## src/rtl/usb_rcv_pkg.sv

```systemverilog
// ============================================================================
// Module      : usb_rcv_pkg
// Description : Shared types and default timing constants for the USB receive path.
// Revision    : 1.0 - initial release
// ============================================================================
`default_nettype none

package usb_rcv_pkg;

    localparam int USB_CLKS_PER_BIT = 8;
    localparam int USB_SAMPLE_PHASE = 3;

    typedef enum logic [1:0] {
        IDLE      = 2'd0,
        WAIT_EDGE = 2'd1,
        RUN       = 2'd2
    } rcv_timer_state_t;

endpackage

`default_nettype wire

```

## src/rtl/rcv_phase_counter.sv

```systemverilog
// ============================================================================
// Module      : rcv_phase_counter
// Description : Modulo-MODULO counter with synchronous clear, load-of-1 and enable.
// Revision    : 1.0 - initial release
// ============================================================================
`default_nettype none

module rcv_phase_counter #(
    parameter int MODULO = 8,
    parameter int WIDTH  = (MODULO > 1) ? $clog2(MODULO) : 1
) (
    input  logic             clk,
    input  logic             rst,
    input  logic             i_clr,
    input  logic             i_load1,
    input  logic             i_en,
    output logic [WIDTH-1:0] o_count
);

    localparam logic [WIDTH-1:0] c_LAST = WIDTH'(MODULO - 1);
    localparam logic [WIDTH-1:0] c_ONE  = WIDTH'(1);

    logic [WIDTH-1:0] r_count;

    // Clear dominates load, load dominates the normal increment.
    always_ff @(posedge clk) begin
        if (rst || i_clr) begin
            r_count <= '0;
        end else if (i_load1) begin
            r_count <= c_ONE;
        end else if (i_en) begin
            if (r_count == c_LAST) begin
                r_count <= '0;
            end else begin
                r_count <= r_count + c_ONE;
            end
        end
    end

    assign o_count = r_count;

endmodule

`default_nettype wire

```

## src/rtl/rcv_bit_timer.sv

```systemverilog
// ============================================================================
// Module      : rcv_bit_timer
// Description : USB receive bit timer; edge-resynchronised sample and byte strobes.
// Revision    : 1.0 - initial release
// ============================================================================
`default_nettype none

module rcv_bit_timer
    import usb_rcv_pkg::*;
#(
    parameter int CLKS_PER_BIT = USB_CLKS_PER_BIT,
    parameter int SAMPLE_PHASE = USB_SAMPLE_PHASE
) (
    input  logic clk,
    input  logic rst,
    input  logic rcving,
    input  logic d_edge,
    input  logic skip_bit,
    output logic shift_enable,
    output logic byte_received,
    output logic rcv_active
);

    localparam int PW = (CLKS_PER_BIT > 1) ? $clog2(CLKS_PER_BIT) : 1;
    localparam logic [PW-1:0] c_SAMPLE = PW'(SAMPLE_PHASE);

    rcv_timer_state_t r_state;
    logic [2:0]       r_bit_cnt;
    logic             r_rcv_active;
    logic [PW-1:0]    w_phase;
    logic             w_in_run;
    logic             w_sync;
    logic             w_at_sample;
    logic             w_clr;
    logic             w_load1;

    assign w_in_run    = (r_state == RUN);
    assign w_at_sample = (w_phase == c_SAMPLE);
    assign w_sync      = (r_state == WAIT_EDGE) && d_edge;

    // An edge landing on the sample phase is not used for resync, so that bit
    // is sampled exactly once.
    assign w_clr   = !rcving || !(w_in_run || w_sync);
    assign w_load1 = w_sync || (w_in_run && d_edge && !w_at_sample);

    rcv_phase_counter #(
        .MODULO (CLKS_PER_BIT),
        .WIDTH  (PW)
    ) u_phase (
        .clk     (clk),
        .rst     (rst),
        .i_clr   (w_clr),
        .i_load1 (w_load1),
        .i_en    (w_in_run),
        .o_count (w_phase)
    );

    assign shift_enable  = w_in_run && rcving && w_at_sample && !skip_bit;
    assign byte_received = shift_enable && (r_bit_cnt == 3'd7);
    assign rcv_active    = r_rcv_active;

    always_ff @(posedge clk) begin
        if (rst) begin
            r_state      <= IDLE;
            r_bit_cnt    <= 3'd0;
            r_rcv_active <= 1'b0;
        end else if (!rcving) begin
            r_state      <= IDLE;
            r_bit_cnt    <= 3'd0;
            r_rcv_active <= 1'b0;
        end else begin
            case (r_state)
                IDLE: begin
                    r_state      <= WAIT_EDGE;
                    r_bit_cnt    <= 3'd0;
                    r_rcv_active <= 1'b0;
                end
                WAIT_EDGE: begin
                    r_bit_cnt <= 3'd0;
                    if (d_edge) begin
                        r_state      <= RUN;
                        r_rcv_active <= 1'b1;
                    end
                end
                RUN: begin
                    r_rcv_active <= 1'b1;
                    if (shift_enable) begin
                        r_bit_cnt <= r_bit_cnt + 3'd1;
                    end
                end
                default: begin
                    r_state      <= IDLE;
                    r_bit_cnt    <= 3'd0;
                    r_rcv_active <= 1'b0;
                end
            endcase
        end
    end

endmodule

`default_nettype wire

```

## config.mk

```make
export PLATFORM = sky130hd
export DESIGN_NAME = rcv_bit_timer
export DESIGN_NICKNAME = d
export VERILOG_FILES = /design/src/rtl/usb_rcv_pkg.sv /design/src/rtl/rcv_phase_counter.sv /design/src/rtl/rcv_bit_timer.sv
export SDC_FILE = /design/constraint.sdc
export NUM_CORES = 1
export LEC_CHECK = 0
export ABC_AREA = 1
export CAP_MARGIN = 20
export CORE_AREA = 2 2 39 41
export DETAILED_ROUTE_END_ITERATION = 7
export DIE_AREA = 0 0 41 43
export PLACE_DENSITY = 0.62
export SLEW_MARGIN = 40
export SYNTH_ARGS = -nofsm -noshare
export SYNTH_HDL_FRONTEND = slang
export SYNTH_SLANG_ARGS = --single-unit
export TNS_END_PERCENT = 30
```

## constraint.sdc

```tcl
create_clock -name clk -period 1.2 [get_ports clk]
set_input_delay 0.24 -clock clk [delete_from_list [all_inputs] [get_ports clk]]
set_output_delay 0.24 -clock clk [all_outputs]
set_load 0.02 [all_outputs]
```

# --- After elaboration in Yosys (flattened, before gate mapping) ---
# Cells that the tools add are included.
# Widths: inputs -> output; s select.
classes:
  addsub: 2
  n_eq_ne: 6
  n_mux: 7
  bitwise_logic: 2
  reduce_logical: 21
ops:
  columns: ["operator", "n"]
  rows:
  - ["$logic_and 1x1->1", 7]
  - ["$add 3x1->3 const B", 2]
  - ["$eq 3x3->1 const B", 2]
  - ["$pmux 2 s3", 1]
  - ["$logic_not 1->1", 4]
  - ["$logic_or 1x1->1", 4]
  - ["$reduce_or 2->1", 2]
  - ["$eq 3x2->1 const B", 1]
  - ["$mux 1", 3]
  - ["$mux 3", 1]
  - ["$reduce_or 3->1", 1]
  - ["$eq 2x1->1 const B", 1]
  - ["$eq 2x2->1 const B", 1]
  - ["$logic_not 2->1", 1]
  - ["$mux 2", 1]
  - ["$ne 2x2->1 const B", 1]
  - ["$not 1->1", 2]
  - ["$pmux 1 s2", 1]
  - ["$reduce_and 2->1", 1]
  - ["$reduce_bool 2->1", 1]
totals:
  reg_bits: 9
  inputBits: 5
  out_inout_bits: 3
  word_cells: 43

# --- Longest topological paths before layout ---
# Gate-level depths: netlist (run 1).
logic_depth:
  word_depth: 7
  depth_mapped: 7
  ltp_nobuf: 7

# --- Modules after synthesis ---
# From an unflattened synthesis (run 1), not the netlist that was laid out.
unflattened:
  cells_unflattened: 84
  hier_area_um2: 573.0
modules_own_cells:
  columns: ["module", "n_inst", "cells_per_inst", "area_per_inst_um2", "seq_area_each_um2"]
  rows:
  - ["rcv_bit_timer", 1, 60, 409.1, 120.1]
  - ["rcv_phase_counter", 1, 24, 163.9, 60.1]

# --- Least setup slack after synthesis (run 1) ---
# OpenSTA, ideal clock, no wires.
synth_path:
  path_kind: "reg-to-output"
  from: "reg r_state[0]"
  to: "out byte_received"
  arrival_ns: 1.269
  required_time_ns: 0.960
  setup_slack_ns: -0.309
  path_stages_with_launch: 5
  path_buffers: 0
  cell_sequence: "dfxtp_1 inv_1 ha_1 nand2_2 nor3b_1"
synth_via:
  elab_chain_cells: 5
synth_rtl:
  columns: ["element", "line", "text"]
  rows:
  - ["start, declared", "rcv_bit_timer.sv:27", "rcv_timer_state_t r_state;"]
  - ["start signal, assigned", "rcv_bit_timer.sv:64", "r_state <= IDLE;"]
  - ["start signal, assigned", "rcv_bit_timer.sv:68", "r_state <= IDLE;"]
  - ["start signal, assigned", "rcv_bit_timer.sv:74", "r_state <= WAIT_EDGE;"]
  - ["$eq 2x2->1", "rcv_bit_timer.sv:37", "assign w_in_run = (r_state == RUN);"]
  - ["$logic_and 1x1->1 (3 in a row)", "rcv_bit_timer.sv:58", "assign shift_enable = w_in_run && rcving && w_at_sample && !skip_bit;"]
  - ["$logic_and 1x1->1", "rcv_bit_timer.sv:59", "assign byte_received = shift_enable && (r_bit_cnt == 3'd7);"]
  - ["end, declared", "rcv_bit_timer.sv:20", "output logic byte_received,"]
# Every way passes these cells.

# --- Worst setup path in the final report (run 1) ---
layout_path:
  from: "reg u_phase.r_count[0] (netlist: u_phase.o_count[0])"
  to: "out byte_received"
layout_via:
  elab_chain_cells: 4
layout_rtl:
  columns: ["element", "line", "text"]
  rows:
  - ["start, declared", "rcv_phase_counter.sv:23", "logic [WIDTH-1:0] r_count;"]
  - ["start signal, assigned", "rcv_phase_counter.sv:30", "r_count <= c_ONE;"]
  - ["start signal, assigned", "rcv_phase_counter.sv:35", "r_count <= r_count + c_ONE;"]
  - ["$eq 3x2->1", "rcv_bit_timer.sv:38", "assign w_at_sample = (w_phase == c_SAMPLE);"]
  - ["$logic_and 1x1->1 (2 in a row)", "rcv_bit_timer.sv:58", null]
  - ["$logic_and 1x1->1", "rcv_bit_timer.sv:59", null]
# Every way passes these cells.

==> results of run 1 <==
-- routing by layer --
| metal | vias up | GRT usage, % | part of all wire [%] |
|---|---|---|---|
| met1 | 233 | 20.00 | 45 |
| met5 | - | 0 | 0 |
| met2 | 8 | 22.81 | 48 |
| met3 | 5 | 4.712 | 3.0 |
| met4 | 0 | 12.00 | 3.4 |
| li1 | 284 | - | - |
-- flip-flops by register name, indices dropped and copies added, names as in the netlist --
signal / count
rcv_active: 1
u_phase.o_count: 3
r_state: 2
r_bit_cnt: 3
-- power by group through the flow --
| stage | registers (mW) | clock network (mW) | logic, mW |
|---|---|---|---|
| floorplan | 0.321 | 0 | 0.0488 |
| global placement | 0.318 | 0 | 0.0976 |
| detailed placement | 0.318 | 0 | 0.0984 |
| CTS | 0.311 | 0.243 | 0.100 |
| global route | 0.313 | 0.264 | 0.123 |
| finish | 0.313 | 0.232 | 0.111 |
-- worst max-delay path: stages (launching register included) --
cell,delay [ps]
dfxtp_2,350
ha_4,140
ha_4,140
nand2_4,60
nor3b_4,170
buf_6,140
-- path summary, 6_finish.rpt --
| check | slack [ps] | cells past startpoint | start | endpoint |
|---|---|---|---|---|
| worst min register to register | 490 | 2 | rcv_active | rcv_active |
| worst min-delay path | 490 | 2 | rcv_active | rcv_active |
| worst max register to register | -60 | 7 | u_phase.o_count[0] | u_phase.o_count[0] |
| worst max-delay path | -300 | 5 | u_phase.o_count[0] | byte_received |
-- repair_timing --
action / 4_1_cts / 5_1_grt
hold buffers: 0 / 0
setup buffers: 1 / 1
setup endpoints to repair: 9 / 12
pin swaps: 3 / 3
resized for setup: 16 / 11
cloned: 0 / 0
-- through the flow --
step	setup WS (ps)	std cells	power (mW)	utilization, %
floorplan	0.9583	77	0.3697	-
global placement	-656.2	109	0.4153	56.15
detailed placement	-667.5	109	0.4161	56.15
CTS	-319.1	114	0.6546	59.49
global route	-375.5	115	0.7000	63.11
finish	-298.9	115	0.6555	63.11
-- Yosys cell counts --
library cell	number	area, um2
inv_1	14	52.55
nand2_1	14	52.55
nor2_1	11	41.29
dfxtp_1	9	180.2
ha_1	9	112.6
nand3_1	7	35.03
a21oi_1	4	20.02
nand3b_1	2	15.01
nor2_4	2	22.52
nand2_2	1	6.260
nor3b_1	1	7.510
o21a_1	1	7.510
o21ai_1	1	5.000
or2_2	1	6.260
-- final cells by class --
class,count,area (um2),area share [%]
clock buffer,4,26.28,3.009
sequential,9,185.2,21.20
inverter,14,56.30,6.447
multi-input combinational,54,426.7,48.85
tap,16,20.02,2.292
timing repair buffer,18,158.9,18.19
-- cells in the final DEF, fill, tap and decap left out --
master	instances
buf_6	3
nand2_1	12
nor2_1	8
a21oi_1	4
nor3b_4	1
clkbuf_4	3
inv_2	1
inv_1	12
clkinvlp_4	1
ha_1	4
clkdlybuf4s50_1	4
o21a_1	1
clkdlybuf4s15_1	1
dfxtp_1	5
clkbuf_1	1
nor2_2	3
ha_2	1
nand3b_1	2
buf_4	10
nand3_2	1
o21ai_2	1
or2_2	1
ha_4	4
nor2_4	2
nand2_2	1
dfxtp_2	4
nand2_4	2
nand3_1	6
-- cell families after synthesis --
group / count (synthesis) / share of synthesized area, %
AOI/OAI and AO/OA: 6 / 5.765
DFF: 9 / 31.93
and+or+nand+nor: 39 / 33.04
adders and majority gates: 9 / 19.96
buffers and inverters: 14 / 9.313
==> impl_metrics.json, run 1 <==
{
  "status": "finished with violations",
  "violations": "negative setup slack",
  "vias_per_cell": 4.609,
  "fmax_ghz": 0.6672,
  "setup_viol": 6,
  "max-cap-violations": 0,
  "antenna_left": 0,
  "worstMarginPinSlew_ps": 218.1,
  "cts_root_buf": "clkbuf_4",
  "p_comb_share_pct": 16.9,
  "drv_slew": 0,
  "wl_per_cell_um": 10.02,
  "h-tree-depth": 1,
  "leakagePower_nw": 0.3971,
  "place_hpwl_um": 873.7,
  "cts_buffers": 3,
  "syn_inst": 77,
  "irDropWorstVdd_mv": 0.4827,
  "p_seq_share_pct": 47.7,
  "syn_avg_cell_area_um2": 7.328,
  "p_int_mw": 0.4906,
  "clock_skew_ps": 1.182,
  "hold_viol": 0,
  "grt_max_degree": 9,
  "n_fill_cell": 132,
  "arrival_ps": 1260,
  "setup_slack_ps": -298.9,
  "power_density_mw_per_mm2": 750.6,
  "grt_pass1_wl_mm": 1.842,
  "clkLatencyLatePin_ps": 260,
  "dr.first_iter.drc_count": 14,
  "end_kind": "output port",
  "cts_tree": "done",
  "fin_crit_ps": 1499,
  "route.detailed.drc": 0,
  "rsz0062_at_grt": "yes",
  "rows": 14,
  "p_sw_share_pct": 25.15,
  "die_y_um": 43,
  "syn-num-nets": 91,
  "routed_wl_mm": 1.152,
  "grt_pass1_vias": 479,
  "hold_path.class": "register to register",
  "hold_slack_ps": 486.1,
  "critPathLaunchType": "register",
  "die_area_mm2": 0.001763,
  "drive_gt1_share_pct": 39.39,
  "n_antenna_cell": 0,
  "io_pins": 8,
  "drt_pass1_iterations": 4,
  "ys_ff_latch": 9,
  "grtUsageTotal_pct": 16.26,
  "clock_path_buffers": 2,
  "areaGrowthSynthToFinish_pct": 54.77,
  "ys_seq_area_share_pct": 31.93,
  "vias": 530,
  "relSlewSlack_pct": 85.41,
  "finalSetupTns_ps": -741.3,
  "core_mm2": 0.001384,
  "placed_area_um2": 777.0,
  "cts_sinks": 9,
  "yosysWarnings": 0,
  "finalCritPeriodShare_pct": 124.9,
  "final_area_um2": 873.3,
  "grt_overflow": 0,
  "p_clk_share_pct": 35.4,
  "netlist_area_um2": 564.3,
  "clk_pin_slew_ps": 60,
  "antenna_found_initial": 0,
  "gp_congestion": 0.7163,
  "yosysUniqueCellTypes": 14,
  "portBuffers": 7,
  "cp_data_required_time_ps": 960,
  "cp_max_fo": 2,
  "critPathKind": "register to output port",
  "initial_core_util_pct": 40.78,
  "p_sw_mw": 0.1649,
  "die_w_um": 41,
  "final_nets": 114
}
Power figures use the tool's default switching activity.
==> run 2, diff against run 1 <==
--- a/config.mk
+++ b/config.mk
@@ -11,8 +11,9 @@
 export DETAILED_ROUTE_END_ITERATION = 7
 export DIE_AREA = 0 0 41 43
 export PLACE_DENSITY = 0.62
+export SKIP_LAST_GASP = 1
 export SLEW_MARGIN = 40
 export SYNTH_ARGS = -nofsm -noshare
 export SYNTH_HDL_FRONTEND = slang
 export SYNTH_SLANG_ARGS = --single-unit
-export TNS_END_PERCENT = 30
+export TNS_END_PERCENT = 5
==> impl_metrics.json, run 2 (synthesized netlist as in run 1, its figures left out) <==
{
  "vias_per_cell": 4.482,
  "grt_pass1_wl_mm": 1.780,
  "arrival_ps": 1260,
  "antenna_left": 0,
  "die_w_um": 41,
  "clkLatencyLatePin_ps": 260,
  "cp_data_required_time_ps": 960,
  "drt_pass1_iterations": 4,
  "dr.first_iter.drc_count": 11,
  "p_sw_share_pct": 24.46,
  "status": "finished with violations",
  "cts_sinks": 9,
  "rows": 14,
  "clk_pin_slew_ps": 60,
  "finalCritPeriodShare_pct": 124.7,
  "power_mw": 0.6434,
  "vias": 511,
  "max-cap-violations": 0,
  "mostFrequentLayoutCells": "inv_1 (13), nand2_1 (13), nor2_1 (11)",
  "p_int_mw": 0.4860,
  "end_kind": "output port",
  "drv_slew": 0,
  "grt_pass1_vias": 464,
  "path_common_cell": "ha_4",
  "place_hpwl_um": 873.7,
  "cts_buffers": 3,
  "antenna_found_initial": 0,
  "critPathLaunchType": "register",
  "fin_crit_ps": 1496,
  "p_clk_share_pct": 35.9,
  "die_y_um": 43,
  "rsz0062_at_grt": "yes",
  "leakagePower_nw": 0.3855,
  "grt_max_degree": 9,
  "cts_tree": "done",
  "max_stage_delay_ps": 350,
  "gp_congestion": 0.7163,
  "p_seq_share_pct": 48.5,
  "hold_viol": 0,
  "fin_cells": 114,
  "slowest_stage": "dfxtp_2",
  "setup_slack_ps": -296.0,
  "cts_root_buf": "clkbuf_4",
  "clock_path_buffers": 2,
  "irDropWorstVdd_mv": 0.4590,
  "core_mm2": 0.001384,
  "fmax_ghz": 0.6685,
  "grtUsageTotal_pct": 15.76,
  "portBuffers": 7,
  "p_sw_mw": 0.1574,
  "power_density_mw_per_mm2": 787.5,
  "final_nets": 113,
  "dp.cells": 109,
  "wl_per_cell_um": 9.026,
  "n_antenna_cell": 0,
  "violations": "negative setup slack",
  "initial_core_util_pct": 40.78,
  "drive_gt1_share_pct": 28.57,
  "grt_overflow": 0,
  "setup_viol": 6,
  "worstMarginPinSlew_ps": 226.9,
  "final_area_um2": 817.0,
  "hold_path.class": "register to register",
  "io_pins": 8,
  "h-tree-depth": 1,
  "crit_chain": "ha_4 > ha_4 > nand2_4 > nor3b_4 > buf_6",
  "cp_max_fo": 2,
  "placed_area_um2": 777.0,
  "relSlewSlack_pct": 84.86,
  "areaGrowthSynthToFinish_pct": 44.79,
  "n_fill_cell": 140,
  "p_comb_share_pct": 15.6,
  "routed_wl_mm": 1.029,
  "cts.hold.buffers_added": 0,
  "die_area_mm2": 0.001763,
  "clock_skew_ps": 0.6029,
  "route.detailed.drc": 0,
  "critPathKind": "register to output port"
}
run 2: changes by cell type in the layout (fill, tap and decap cells not counted), moves of 2 or more:
cell    before  now
nor2_1       8   11
nor2_2       3    0
buf_6        3    1
ha_1         4    6
run 2: worst max-delay path, delay by kind of cell (launching register included):
family,cells,cell delay (ps)
buffers and inverters,1,140
AND/OR/NAND/NOR,2,230
adder cells (fa/ha/maj),2,280
flip-flops,1,350
run 2: path summary, 6_finish.rpt:
check,cells past startpoint,startpoint,slack (ps),endpoint
worst max register to register,7,u_phase.o_count[0],-80,u_phase.o_count[0]
worst min-delay path,2,rcv_active,490,rcv_active
worst max-delay path,5,u_phase.o_count[0],-300,byte_received
worst min register to register,2,rcv_active,490,rcv_active
run 2: metal layers:
metal | up-vias | GRT usage [%] | routed length, um
met5 | - | 0 | 0
met4 | 0 | 12.00 | 38
met3 | 5 | 4.712 | 40
met2 | 10 | 21.88 | 462
met1 | 214 | 19.34 | 488
li1 | 282 | - | -
run 2: stage by stage:
stage / TNS [ps] / worst slack (ps) / utilization (%) / hold WS, ps
3_3_place_gp: -2149 / -656.2 / 56.15 / 475.4
2_1_floorplan: 0 / 0.9583 / - / 391.9
6_report: -887.1 / -296.0 / 59.04 / 486.1
3_5_place_dp: -2237 / -667.5 / 56.15 / 482.8
4_1_cts: -982.0 / -319.1 / 58.32 / 494.6
5_1_grt: -1873 / -372.7 / 59.04 / 520.5
run 2: final cells by class:
cell class / instances / area [um2] / area share (%)
multi-input cells: 54 / 392.9 / 48.09
well taps: 16 / 20.02 / 2.450
flip-flops and latches: 9 / 183.9 / 22.51
clock buffers: 4 / 26.28 / 3.216
repair buffers: 17 / 141.4 / 17.30
inverters: 14 / 52.55 / 6.432
run 2: what timing repair did:
action | 4_1_cts | 5_1_grt
hold endpoints to repair | 0 | 0
buffers inserted | 1 | 0
endpoints found under the setup margin | 9 | 12
gates resized for setup | 10 | 1
pin swaps | 3 | 0
run 2: power by group through the flow:
stage	logic (mW)	clock network [mW]	registers, mW
6_report	0.100	0.231	0.312
5_1_grt	0.113	0.264	0.313
2_1_floorplan	0.0488	0	0.321
3_5_place_dp	0.0984	0	0.318
4_1_cts	0.0991	0.243	0.311
3_3_place_gp	0.0976	0	0.318
